`config.mk`:
```
export PLATFORM = sky130hd
export DESIGN_NAME = branch_ctrl
export DESIGN_NICKNAME = d
export VERILOG_FILES = /design/src/rtl/branch_ctrl.sv
export SDC_FILE = /design/constraint.sdc
export NUM_CORES = 1
export LEC_CHECK = 0
export ABC_AREA = 1
export ABC_CLOCK_PERIOD_IN_PS = 1800
export CAP_MARGIN = 25
export CELL_PAD_IN_SITES_DETAIL_PLACEMENT = 1
export CELL_PAD_IN_SITES_GLOBAL_PLACEMENT = 2
export CORE_MARGIN = 2
export CORE_UTILIZATION = 29
export CTS_BUF_LIST = sky130_fd_sc_hd__clkbuf_2 sky130_fd_sc_hd__clkbuf_4 sky130_fd_sc_hd__clkbuf_8
export CTS_CLUSTER_DIAMETER = 60
export CTS_CLUSTER_SIZE = 24
export DETAILED_ROUTE_END_ITERATION = 12
export PLACE_DENSITY = 0.93
export SYNTH_ARGS = -nofsm -noshare
export SYNTH_HDL_FRONTEND = slang
export SYNTH_SLANG_ARGS = --single-unit
```
`constraint.sdc`:
```
create_clock -name clk -period 1.8 [get_ports clk]
set_input_delay 0.18 -clock clk [delete_from_list [all_inputs] [get_ports clk]]
set_output_delay 0.18 -clock clk [all_outputs]
set_load 0.02 [all_outputs]
```
`src/rtl/branch_ctrl.sv`:
```
// Sequencer for PC-altering instructions (beq/bne/ble/bgt/j/jal/jr).
// Moore FSM. Every output is a register loaded from the decode of the next state.
module branch_ctrl #(
    parameter logic [5:0] OP_RTYPE = 6'h00,
    parameter logic [5:0] OP_J     = 6'h02,
    parameter logic [5:0] OP_JAL   = 6'h03,
    parameter logic [5:0] OP_BEQ   = 6'h04,
    parameter logic [5:0] OP_BNE   = 6'h05,
    parameter logic [5:0] OP_BLE   = 6'h06,
    parameter logic [5:0] OP_BGT   = 6'h07,
    parameter logic [5:0] FUNCT_JR = 6'h08
) (
    input  logic       clk,
    input  logic       reset,
    input  logic       start,
    input  logic [5:0] opcode,
    input  logic [5:0] funct,
    output logic       busy,
    output logic       done,
    output logic       bad_op,
    output logic       PCWrite,
    output logic       PCWriteCond,
    output logic       EQorNE,
    output logic       GTorLT,
    output logic [1:0] PCSource,
    output logic       ALUSrcA,
    output logic [1:0] ALUSrcB,
    output logic [2:0] ALUOp,
    output logic       ALUOutWrite,
    output logic       RegWrite,
    output logic [1:0] RegDst,
    output logic [1:0] MemToReg
);

    typedef enum logic [2:0] {
        S_IDLE    = 3'd0,
        S_BR_ADDR = 3'd1,
        S_BR_CMP  = 3'd2,
        S_LINK    = 3'd3,
        S_JUMP    = 3'd4,
        S_JR      = 3'd5,
        S_ERR     = 3'd6,
        S_DONE    = 3'd7
    } state_t;

    typedef struct packed {
        logic       busy;
        logic       done;
        logic       bad_op;
        logic       pc_write;
        logic       pc_write_cond;
        logic       eq_or_ne;
        logic       gt_or_lt;
        logic [1:0] pc_source;
        logic       alu_src_a;
        logic [1:0] alu_src_b;
        logic [2:0] alu_op;
        logic       alu_out_write;
        logic       reg_write;
        logic [1:0] reg_dst;
        logic [1:0] mem_to_reg;
    } ctrl_t;

    state_t     r_state;
    state_t     w_state_next;
    logic [5:0] r_opcode;
    logic [5:0] r_funct;
    logic [5:0] w_opcode_next;
    logic [5:0] w_funct_next;
    logic       w_accept;
    logic       w_is_branch;
    logic       w_is_jr;
    ctrl_t      r_ctrl;
    ctrl_t      w_ctrl_next;

    assign w_accept = (r_state == S_IDLE) && start;

    // The instruction in effect for the next state: fresh on acceptance, held otherwise.
    assign w_opcode_next = w_accept ? opcode : r_opcode;
    assign w_funct_next  = w_accept ? funct  : r_funct;

    assign w_is_branch = (w_opcode_next == OP_BEQ) || (w_opcode_next == OP_BNE) ||
                         (w_opcode_next == OP_BLE) || (w_opcode_next == OP_BGT);
    assign w_is_jr     = (w_opcode_next == OP_RTYPE) && (w_funct_next == FUNCT_JR);

    always_comb begin
        w_state_next = S_IDLE;
        case (r_state)
            S_IDLE: begin
                if (start) begin
                    if (w_is_branch)                   w_state_next = S_BR_ADDR;
                    else if (w_opcode_next == OP_J)    w_state_next = S_JUMP;
                    else if (w_opcode_next == OP_JAL)  w_state_next = S_LINK;
                    else if (w_is_jr)                  w_state_next = S_JR;
                    else                               w_state_next = S_ERR;
                end else begin
                    w_state_next = S_IDLE;
                end
            end
            S_BR_ADDR: w_state_next = S_BR_CMP;
            S_BR_CMP:  w_state_next = S_DONE;
            S_LINK:    w_state_next = S_JUMP;
            S_JUMP:    w_state_next = S_DONE;
            S_JR:      w_state_next = S_DONE;
            S_ERR:     w_state_next = S_DONE;
            S_DONE:    w_state_next = S_IDLE;
            default:   w_state_next = S_IDLE;
        endcase
    end

    always_comb begin
        w_ctrl_next      = '0;
        w_ctrl_next.busy = (w_state_next != S_IDLE);
        case (w_state_next)
            S_BR_ADDR: begin
                // ALUOut <= PC + (imm << 2): the branch target
                w_ctrl_next.alu_src_a     = 1'b0;
                w_ctrl_next.alu_src_b     = 2'b11;
                w_ctrl_next.alu_op        = 3'b001;
                w_ctrl_next.alu_out_write = 1'b1;
            end
            S_BR_CMP: begin
                w_ctrl_next.alu_src_a     = 1'b1;
                w_ctrl_next.alu_src_b     = 2'b00;
                w_ctrl_next.alu_op        = 3'b010;
                w_ctrl_next.pc_source     = 2'b01;
                w_ctrl_next.pc_write_cond = 1'b1;
                w_ctrl_next.eq_or_ne      = (w_opcode_next == OP_BEQ);
                w_ctrl_next.gt_or_lt      = (w_opcode_next == OP_BGT);
            end
            S_LINK: begin
                // PC already holds PC+4, so the link value comes straight from PC
                w_ctrl_next.reg_write  = 1'b1;
                w_ctrl_next.reg_dst    = 2'b10;
                w_ctrl_next.mem_to_reg = 2'b11;
            end
            S_JUMP: begin
                w_ctrl_next.pc_write  = 1'b1;
                w_ctrl_next.pc_source = 2'b10;
            end
            S_JR: begin
                w_ctrl_next.alu_src_a = 1'b1;
                w_ctrl_next.alu_op    = 3'b000;
                w_ctrl_next.pc_source = 2'b00;
                w_ctrl_next.pc_write  = 1'b1;
            end
            S_ERR: begin
                w_ctrl_next.bad_op = 1'b1;
            end
            S_DONE: begin
                w_ctrl_next.done = 1'b1;
            end
            default: begin
                w_ctrl_next = '0;
            end
        endcase
    end

    always_ff @(posedge clk or posedge reset) begin
        if (reset) begin
            r_state  <= S_IDLE;
            r_opcode <= '0;
            r_funct  <= '0;
            r_ctrl   <= '0;
        end else begin
            r_state  <= w_state_next;
            r_opcode <= w_opcode_next;
            r_funct  <= w_funct_next;
            r_ctrl   <= w_ctrl_next;
        end
    end

    assign busy        = r_ctrl.busy;
    assign done        = r_ctrl.done;
    assign bad_op      = r_ctrl.bad_op;
    assign PCWrite     = r_ctrl.pc_write;
    assign PCWriteCond = r_ctrl.pc_write_cond;
    assign EQorNE      = r_ctrl.eq_or_ne;
    assign GTorLT      = r_ctrl.gt_or_lt;
    assign PCSource    = r_ctrl.pc_source;
    assign ALUSrcA     = r_ctrl.alu_src_a;
    assign ALUSrcB     = r_ctrl.alu_src_b;
    assign ALUOp       = r_ctrl.alu_op;
    assign ALUOutWrite = r_ctrl.alu_out_write;
    assign RegWrite    = r_ctrl.reg_write;
    assign RegDst      = r_ctrl.reg_dst;
    assign MemToReg    = r_ctrl.mem_to_reg;

endmodule

```
* Word-level counts from Yosys, hierarchy flattened
Cells that the tools add are included.
W data, S select, Z words.
** Operators by class
- Equal/unequal tests :: 21
- Reductions and logical operators :: 12
- Muxes and demuxes :: 19
** Operators with widths (number)
- $eq A3 B3 Y1 const B :: 8
- $eq A6 B3 Y1 const B :: 4
- $mux W3 :: 5
- $pmux W3 S5 :: 1
- $eq A3 B2 Y1 const B :: 4
- $eq A6 B2 Y1 const B :: 2
- $mux W6 :: 2
- $pmux W2 S2 :: 2
- $reduce_or A7 Y1 :: 1
- $eq A3 B1 Y1 const B :: 2
- $eq A6 B4 Y1 const B :: 1
- $logic_not A6 Y1 :: 1
- $mux W1 :: 6
- $mux W5 :: 1
- $mux W2 :: 2
- $reduce_or A2 Y1 :: 2
- $reduce_or A4 Y1 :: 1
- $logic_not A3 Y1 :: 1
- $logic_or A1 B1 Y1 :: 3
- $reduce_bool A3 Y1 :: 1
- $logic_and A1 B1 Y1 :: 2
** Storage, ports and cells
- Register bits after elaboration :: 36
- Word-level logic and storage cells :: 70
- Input bits :: 15

* Depth between registers and ports, before layout
- Word-level depth :: 14
- Gate-level depth with buffers :: 13
- Depth with buffers taken out :: 13

* Worst setup path before layout
Ideal clock, no wire load.
- Path type :: register to register
- From :: reg r_state[2]
- To :: reg r_ctrl (netlist bit busy)
- Clock period less this slack :: 1640 ps
- Required time :: 1668 ps
- Data arrival time :: 1509 ps
- Stages on the path, launching flop included :: 12
- Setup slack :: 160 ps
- Cell sequence :: dfrtp_1 nor2_4 nand3_4 buf_6 nand2_1 o21ai_2 nand2_1 nor2_1 nand3_1 nand3_1 a21oi_2 nand3_1
** RTL lines
- start, declared :: RTL line 64 : state_t r_state;
- start signal, assigned :: RTL line 166 : r_state <= w_state_next;
- end signal, assigned :: RTL line 169 : r_ctrl <= w_ctrl_next;
- end, declared :: RTL line 73 : ctrl_t r_ctrl;

==> metrics.md <==
| Metric | Value |
|---|---|
| Routed Antenna Nets | `0` |
| Critical path, cell by cell | `nor2_4, buf_6, nand3_4, nand2_1, nand2_1, nand4_1, nand2_2, nor2_2, nand2_4, nand2_4, nor2_4, buf_4` |
| Startpoint types | `flop` |
| Critical Path End Type | `flop` |
| Core region area | `roughly 4700 um^2` |
| Worst Path Arrival | `around 2100 ps` |
| CP max FO | `8` |
| Site row count | `25` |
| P_leak | `0.001067 uW` |
| CP bufs+invs | `2` |
| Slew Viols, Final | `0` |
| CTS tree | `done` |
| Synth warn | `0` |
| Final period util | `108.5%` |
| Die Y-Extent | `between 70 and 80 um` |
| DR pass1 iterations | `4` |
| Max Clock Skew | `a little over 6 ps` |
| Post-DP HPWL | `around 2400 um` |
| Worst R2R Start | `r_state[2]$_DFF_PP0_` |
| Ports | `36` |
| Mean routed wirelength per cell | `between 15 and 20 um` |
| Clock Path Buffers | `2` |
| TritonCTS buffer count | `3` |
| Most frequent cells in the layout | `clkdlybuf4s50_1, inv_1, buf_4` |
| Initial DRC Count | `24` |
| Vias | `1296` |
| Port bufs | `33` |
| Clock-pin slew on the worst setup and hold paths | `100 ps` |
| Setup WS pre-CTS | `-270.4 ps` |
| Hold_ws | `258.8 ps` |
| DRC violation count after routing | `0` |
| Worst hold path type | `in2async` |
| CTS H-tree lvls | `1` |
| Max frequency | `a little over 0.5 GHz` |
| Worst path top cell family by delay | `simple AND/OR/NAND/NOR gates` |
| RSZ-0062 raised after global routing | `yes` |
| Slowest-stage cell, CP | `dfrtp_1` |
| Worst reg2reg path endpoint | `PCWrite$_DFF_PP0_` |
| Placed cell count | `~260` |
| Crit path kind | `reg2reg` |
| Initial antenna violation count | `0` |
| Width of the die | `73.42 um` |
| MaxCap Viol Count | `0` |
| Failing checks | `setup timing` |
| Total Wirelength | `4393 um` |
| Worst EP required | `1980 ps` |
| Final Hold Fails | `0` |
| Minimum clock period | `1953 ps` |
| Final setup violation count | `13` |
| Vias per inst | `4.596` |
| R2R depth | `12` |
| Fin worst setup slack | `-152.9 ps` |
| Outcome | `complete, but fails checks` |
| Final GP Congestion | `between 0.7 and 0.8` |
| Clock Latency Late Sink | `280 ps` |
| Fin Setup TNS | `-1367 ps` |
| # diodes | `0` |
| Grt ovf | `0` |
| Total Power | `3836 uW` |
| Sequential area share after synthesis | `about 50%` |
| Syn Inst Count | `167` |
| Pin count of the biggest net entering global routing | `29` |
| CTS Hold Bufs | `0` |
| Layout net count | `roughly 240` |
| First-pass GRT wire length | `slightly below 7000 um` |
| Total GRT Usage | `17.30%` |
| R2R Setup Slk | `-150 ps` |
| Non-filler instance count after layout | `282` |
| Mapped Area | `between 1000 and 1500 um^2` |
| FF+latch count, synth | `28` |
| Synth cell types | `20` |
| Layout area overhead | `55.77%` |
| CTS Sinks | `28` |
| Layout cell share with drive strength beyond 1 | `36.40%` |
| Starting utilization of the core area | `between 20% and 30%` |
| Max stage delay on crit path | `430 ps` |
| Vias in the first global route | `1425` |
| Power Dens Cells | `1762 nW/um^2` |
| CTS Root Cell | `clkbuf_8` |
| Synthesized area per cell | `about 8.4 um^2` |
| Worst vdd ir | `0.4528 mV` |
| Most common cell after layout, fill and taps aside | `clkdlybuf4s50_1` |
| Die area | `5391 um^2` |
worst max-delay path by stage:
| stage | start | to | slack (ps) | depth (start not counted) |
|---|---|---|---|---|
| floorplan | r_state[2]$_DFF_PP0_ | busy$_DFF_PP0_ | 160 | 11 |
| global placement | start | busy$_DFF_PP0_ | -250 | 11 |
| detailed placement | start | busy$_DFF_PP0_ | -270 | 11 |
| CTS | r_state[1]$_DFF_PP0_ | PCSource[1]$_DFF_PP0_ | -80 | 13 |
| global route | r_state[2]$_DFF_PP0_ | ALUSrcA$_DFF_PP0_ | -290 | 13 |
| finish | r_state[2]$_DFF_PP0_ | PCWrite$_DFF_PP0_ | -150 | 12 |
registers in the layout (all words and copies together), names as in the netlist, 2 cells and up:
| register | count |
|---|---|
| r_funct | 6 |
| r_opcode | 6 |
| r_state | 3 |
| ALUOp | 2 |
area by class of cell:
cell class,count,area (um^2)
clock buffers,3,41.29
clock inverters,1,30.03
inverters,36,135.1
flip-flops and latches,28,700.7
repair buffers,67,604.3
fillers,549,2515
well taps,54,67.56
multi-input cells,93,598.1
synth_stat cells, drive strengths merged:
master	instances	share of area, %
nand2	44	13
nand4	14	6.3
nor3	2	0.72
o21ai	2	1.3
a21oi	2	0.98
conb	1	0.27
o21a	1	0.63
dfrtp	28	50
nor2	20	7.3
buf	12	7.0
nand3	5	2.7
inv	36	9.7
power by group:
group | internal (uW) | switching [uW]
registers | 878 | 123
clock network | 298 | 212
logic | 1010 | 1320
total | 2180 | 1650
routing by layer:
| layer | GRT usage, % | part of all wire [%] | up-vias |
|---|---|---|---|
| met4 | 5.657 | 2.8 | 0 |
| li1 | - | - | 620 |
| met5 | 0 | 0 | - |
| met3 | 2.332 | 2.8 | 14 |
| met1 | 19.52 | 40 | 637 |
| met2 | 33.13 | 55 | 25 |
tightest hold or removal path: stages:
cell	delay (ps)
clkdlybuf4s50_1	390
inv_1	50
buf_4	330
per-stage QoR:
step                      area [um^2]  utilization (%)
after CTS                        2100            44.75
after floorplan                  1401                -
after global placement           1799            38.35
after detailed placement         1799            38.35
final                            2177            46.40
after global routing             2177            46.40
what timing repair did:
item                       in CTS  in global routing
pin swaps                      13                 10
setup buffers                  16                  4
setup endpoints to repair       9                 14
gates cloned                    2                  0
resized for setup              28                 14
logic make-up (layout without fill, tap and decap cells):
kind of cell	Yosys count	after routing	share of synthesized area, %
buffers and inverters	48	107	16.65
AO/OA/AOI/OAI	5	5	2.865
AND/OR/NAND/NOR	85	86	30.08
other	1	2	0.2683
flip-flops	28	28	50.13
No activity file was read; power rests on OpenSTA's default activity.
